$ cat config.mk
export PLATFORM = sky130hd
export DESIGN_NAME = regfile_write_arbiter
export DESIGN_NICKNAME = d
export VERILOG_FILES = /design/src/rtl/regfile_pkg.sv /design/src/rtl/regfile_write_arbiter_rr_pick.sv /design/src/rtl/regfile_write_arbiter.sv
export SDC_FILE = /design/constraint.sdc
export NUM_CORES = 1
export LEC_CHECK = 0
export BUFFER_PORTS_ARGS = -buffer_cell sky130_fd_sc_hd__buf_2
export CORE_ASPECT_RATIO = 1.1
export CORE_MARGIN = 1.5
export CORE_UTILIZATION = 40
export CTS_BUF_LIST = sky130_fd_sc_hd__clkbuf_8
export DETAILED_ROUTE_END_ITERATION = 7
export PLACE_DENSITY = 0.72
export SLEW_MARGIN = 20
export SYNTH_ARGS = -nofsm -noshare
export SYNTH_HDL_FRONTEND = slang
export SYNTH_SLANG_ARGS = --single-unit
$ cat constraint.sdc
create_clock -name clk -period 7.9 [get_ports clk]
set_input_delay 0 -clock clk [delete_from_list [all_inputs] [get_ports clk]]
set_output_delay 0 -clock clk [all_outputs]
set_load 0.01 [all_outputs]
$ cat src/rtl/regfile_pkg.sv
// Register-file geometry shared by the write arbiter, the decoder and the
// register file itself.
package regfile_pkg;

    localparam int ADDR_W   = 4;
    localparam int DATA_W   = 32;
    localparam int NUM_REGS = 2 ** ADDR_W;

endpackage

$ cat src/rtl/regfile_write_arbiter_rr_pick.sv
// Combinational round-robin pick: rotate by ptr, take the first set bit,
// rotate back. Also intended for the future read-port arbiter.
module rr_pick #(
    parameter int N    = 4,
    parameter int IDXW = (N > 1) ? $clog2(N) : 1
) (
    input  logic [N-1:0]    valid,
    input  logic [IDXW-1:0] ptr,
    output logic [N-1:0]    grant,
    output logic [IDXW-1:0] idx,
    output logic            any
);

    logic [IDXW:0] pos;

    always_comb begin
        grant = '0;
        idx   = '0;
        any   = 1'b0;
        pos   = '0;
        for (int k = 0; k < N; k++) begin
            // ptr < N and k < N, so one subtraction is a full modulo
            pos = {1'b0, ptr} + (IDXW + 1)'(k);
            if (pos >= (IDXW + 1)'(N)) begin
                pos = pos - (IDXW + 1)'(N);
            end
            if (!any && valid[pos[IDXW-1:0]]) begin
                any                   = 1'b1;
                grant[pos[IDXW-1:0]] = 1'b1;
                idx                   = pos[IDXW-1:0];
            end
        end
    end

endmodule

$ cat src/rtl/regfile_write_arbiter.sv
// Round-robin arbiter for the single register-file write port.
// Optional: REGARB_ZERO_REG_GUARD_EN suppresses wr_en for address 0.
module regfile_write_arbiter
    import regfile_pkg::*;
#(
    parameter int NUM_REQ = 4,
    parameter int ADDR_W  = regfile_pkg::ADDR_W,
    parameter int DATA_W  = regfile_pkg::DATA_W,
    parameter int IDX_W   = $clog2(NUM_REQ)
) (
    input  logic                      clk,
    input  logic                      rst,
    input  logic [NUM_REQ-1:0]        req_valid,
    input  logic [NUM_REQ*ADDR_W-1:0] req_addr,
    input  logic [NUM_REQ*DATA_W-1:0] req_data,
    output logic [NUM_REQ-1:0]        req_ready,
    input  logic                      wr_stall,
    output logic                      wr_en,
    output logic [ADDR_W-1:0]         wr_addr,
    output logic [DATA_W-1:0]         wr_data,
    output logic [IDX_W-1:0]          grant_id
);

    logic [IDX_W-1:0]   ptr_q, ptr_d;
    logic               wr_en_q, wr_en_d;
    logic [ADDR_W-1:0]  wr_addr_q, wr_addr_d;
    logic [DATA_W-1:0]  wr_data_q, wr_data_d;
    logic [IDX_W-1:0]   grant_id_q, grant_id_d;

    logic [NUM_REQ-1:0] pick_grant;
    logic [IDX_W-1:0]   pick_idx;
    logic               pick_any;

    rr_pick #(
        .N    (NUM_REQ),
        .IDXW (IDX_W)
    ) u_pick (
        .valid (req_valid),
        .ptr   (ptr_q),
        .grant (pick_grant),
        .idx   (pick_idx),
        .any   (pick_any)
    );

    assign req_ready = (rst || wr_stall) ? '0 : pick_grant;

    always_comb begin
        ptr_d      = ptr_q;
        wr_en_d    = wr_en_q;
        wr_addr_d  = wr_addr_q;
        wr_data_d  = wr_data_q;
        grant_id_d = grant_id_q;
        // a stall freezes the pending beat until the register file takes it
        if (!wr_stall) begin
            wr_en_d = 1'b0;
            if (pick_any) begin
                wr_en_d    = 1'b1;
                wr_addr_d  = req_addr[int'(pick_idx)*ADDR_W +: ADDR_W];
                wr_data_d  = req_data[int'(pick_idx)*DATA_W +: DATA_W];
                grant_id_d = pick_idx;
                ptr_d      = (pick_idx == IDX_W'(NUM_REQ - 1))
                           ? '0 : pick_idx + IDX_W'(1);
`ifdef REGARB_ZERO_REG_GUARD_EN
                if (wr_addr_d == '0) begin
                    wr_en_d = 1'b0;
                end
`endif
            end
        end
    end

    always_ff @(posedge clk) begin
        if (rst) begin
            ptr_q      <= '0;
            wr_en_q    <= 1'b0;
            wr_addr_q  <= '0;
            wr_data_q  <= '0;
            grant_id_q <= '0;
        end else begin
            ptr_q      <= ptr_d;
            wr_en_q    <= wr_en_d;
            wr_addr_q  <= wr_addr_d;
            wr_data_q  <= wr_data_d;
            grant_id_q <= grant_id_d;
        end
    end

    assign wr_en    = wr_en_q;
    assign wr_addr  = wr_addr_q;
    assign wr_data  = wr_data_q;
    assign grant_id = grant_id_q;

endmodule

==> summary.txt <==
Critical path
  – Crit path capture type: register
  – Startpoint Class: register
  – Crit path max fanout: 78
  – Worst r2r src: ptr_q[0]
  – Kind of cell adding the most delay to the critical path: compound AO/OA/AOI/OAI gates
  – WP depth: 9
  – Critical path class: register to register
  – Critical Path Max Stage Delay: 0.82 ns
  – FF-to-FF setup slack: 3.03 ns
  – Worst Path Required: 8.08 ns
  – Worst Setup EP: wr_data[17]
  – Register-to-Register Path Depth: 9
  – Critical path, cell by cell: clkinv_2 -> ha_1 -> mux4_2 -> o21ba_4 -> nor3_1 -> a21oi_4 -> buf_4 -> mux2i_1 -> a2111oi_1
  – CP bufs+invs: 2
  – CP max-delay cell: ha_1
  – CP startpoint: ptr_q[0]
  – Arrival @ worst endpoint: 5.05 ns
  – RR Endpoint: wr_data[17]

Worst hold path
  – Hold WC Path Type: primary input to register
  – Hold path depth: 3

Global routing
  – First-pass GRT wire length: 19,710 um
  – Initial antenna violation count: 1
  – Grt ovf: 0
  – Largest net degree at the start of global routing: 88
  – Vias in the first global route: 4,095
  – Gr usage total: 24.62%

Clock tree
  – Setup bufs post-CTS: 0
  – Root Buffer: clkbuf_8
  – Clk slew on worst S/H paths: 0.09 ns
  – Post-cts sizing count: 0
  – Clk_lat worst skew: 0.29 ns
  – CTS buffer count: 5
  – Clk buf depth: 2
  – CTS tree: yes
  – Total clock sinks: 41
  – H-tree depth: 2
  – CTS Hold Bufs: 0

Routing
  – WL/cell: 17.11 um
  – Vias: 4,528
  – Initial DRT Pass Iterations: 5
  – Vias per cell: 6.078
  – DRT iter0 DRCs: 279
  – Routed Antenna Nets: 0
  – Drc violations: 0
  – WL final: 12,750 um

Logic synthesis
  – Yosys Warn Count: 0
  – Cell Area, Synth: 3677 um2
  – Syn Area/Cell: 7.613 um2
  – Synth top area share: 22.32%
  – Synth Instances: 483
  – Cell accounting for the most synthesized area: dfxtp_1
  – Synth top area cells: dfxtp_1 22%, mux2i_1 11%, nor3_1 9.0%, o221ai_1 7.1%, o311ai_0 5.2%
  – Distinct cells, synth: 45
  – Register bit count reported by yosys: 41
  – Syn_nets: 642
  – Seq/Total Area, Yosys: 22.32%

Cells and area
  – Layout cells sized above 1: 34.76%
  – Area Growth Syn to Fin: 26.57%
  – Filler Cells Inserted: 899
  – Final instance area: 4654 um2
  – Multi-input combinational cell area: 2581 um2
  – Layout Nets: 789
  – Post-route insts no fill: 745
  – Register area: 822.0 um2

Timing
  – Sum of negative setup slack: 0 ns
  – Slew HR: 32.14%
  – Endpoints failing setup: 0
  – Max-slew violation count: 0
  – Final clock skew: 0.01166 ns
  – Hold Vio Cnt, Final: 0
  – Tmin final: 4.869 ns
  – Worst Tran Pin Value: 1.014 ns
  – Max Clk Rate: 0.2054 GHz
  – Final period utilization: 61.63%
  – Final setup margin: 3.031 ns
  – RSZ-0062 raised after global routing: false

Status
  – Status: finished clean

Power
  – PnR Total Power: 1.271 mW
  – Peak VDD IR: 121.3 uV
  – Power Density: 273.1 nW/um2
  – Pleak: 2.092 nW

Place
  – Routability cong.: 0.8080
  – Area post-placement: 4556 um2
  – Placed cells: 737
  – DP HPWL: 8961 um
  – Dpl ws: 3.266 ns
  – Port Buf Inserts: 193

Floorplanning
  – Starting Density: 41.23%
  – DIE WIDTH: 94.42 um
  – Die height: 103.6 um
  – Top-level I/O count: 194
  – Core area: 8919 um2
  – Row count: 36
  – Area of the die: 9778 um2

Run
  – Max-cap viol count: 0
## sequential cells by signal, indices dropped and copies added (netlist names)
name / flops
wr_en: 1
grant_id: 2
wr_data: 32
ptr_q: 2
wr_addr: 4
## through the flow
stage,hold slack [ns],util [%]
final,0.01467,52.19
after global routing,0.01484,52.19
after CTS,0.01066,52.09
after detailed placement,0.3264,51.08
after global placement,0.3092,51.02
after floorplan,0.06886,-
## final cells by class
type	count	share of cell area, %
Multi-Input combinational cell	380	55.46
Timing Repair Buffer	197	21.40
Sequential cell	41	17.66
Tap cell	114	3.065
Clock buffer	6	1.774
Inverter	5	0.4301
Clock inverter	1	0.1613
Antenna cell	1	0.05376
## power breakdown
group,internal (mW),total (mW),switching [mW],leakage (nW)
Clock,0.0693,0.149,0.0799,0.0433
Sequential,0.263,0.294,0.0312,0.339
Combinational,0.326,0.828,0.501,1.71
Total,0.659,1.27,0.612,2.09
## cells in the final DEF, fill, tap and decap left out, types with 2 or more instances in the layout
cell type  Yosys  routed
a2111oi_1      4       4
o311ai_1       8       8
or3_1         30      30
nand3_1       12      12
nor2_2         2       2
o311ai_0      22      22
buf_2         10     193
inv_1          5       4
a221o_1        2       2
mux2i_1       42      42
nor4_1         7       7
nand2_2        0       2
o21ai_0       38      38
buf_4          6       4
a211oi_1       4       4
clkbuf_8       0       6
nand2_1       41      39
nor2_1        20      19
mux4_2         2       2
a21oi_1        8       8
nor3_1        66      66
o221ai_1      30      30
o21bai_1       2       2
dfxtp_1       41      40
ha_1           8       8
o211ai_1       6       6
a22oi_1        4       4
a221oi_1       6       6
## kinds of logic after synthesis
family | share of synthesized area, %
buffers and inverters | 8.234
flip-flops | 22.32
AND/OR/NAND/NOR | 25.18
XOR/XNOR | 0.2382
AO/OA/AOI/OAI | 28.34
multiplexers | 12.96
adder cells (fa/ha/maj) | 2.722
## Yosys cell counts, drive strengths merged
cell,count
buf,22
clkbuf,35
a211oi,4
nor3,66
mux2i,42
o21ai,39
nor4,7
xnor2,1
and3,1
a22oi,4
and3b,1
nand4,1
nor3b,1
mux2,1
a2111oi,5
a221oi,6
dfxtp,41
o21ba,1
nor2,22
a22o,1
a221o,2
a21oi,9
nand2,41
nor2b,2
or2,1
o221ai,30
inv,5
nand3,12
nand2b,1
o21bai,2
mux4,2
o211ai,6
or3,30
o311ai,30
ha,8
nand4b,1
## worst reg2reg max path: stages, from the launching register on
cell,delay [ns]
dfxtp_2,0.34
clkinv_2,0.71
ha_1,0.83
mux4_2,0.46
o21ba_4,0.61
nor3_1,0.16
a21oi_4,0.63
buf_4,0.45
mux2i_1,0.15
a2111oi_1,0.41
## how the worst min path moves through the flow
| stage | from | end | slack [ns] |
|---|---|---|---|
| 2_1_floorplan | rst | wr_data[13] | 0.07 |
| 3_3_place_gp | req_data[36] | wr_data[4] | 0.31 |
| 4_1_cts | req_data[37] | wr_data[5] | 0.01 |
| 3_5_place_dp | req_data[37] | wr_data[5] | 0.33 |
| 5_1_grt | req_data[25] | wr_data[25] | 0.01 |
| 6_report | req_data[37] | wr_data[5] | 0.01 |
## per-layer routing
metal	part of all wire, %	track usage (%)	wire length [um]	vias up
li1	-	-	-	2177
met1	41	31.76	5268	2126
met2	50	40.70	6312	209
met3	7.5	4.258	954	16
met4	1.7	8.635	212	0
met5	0	0	0	-
Note: power is estimated with default switching activity, not from simulation.
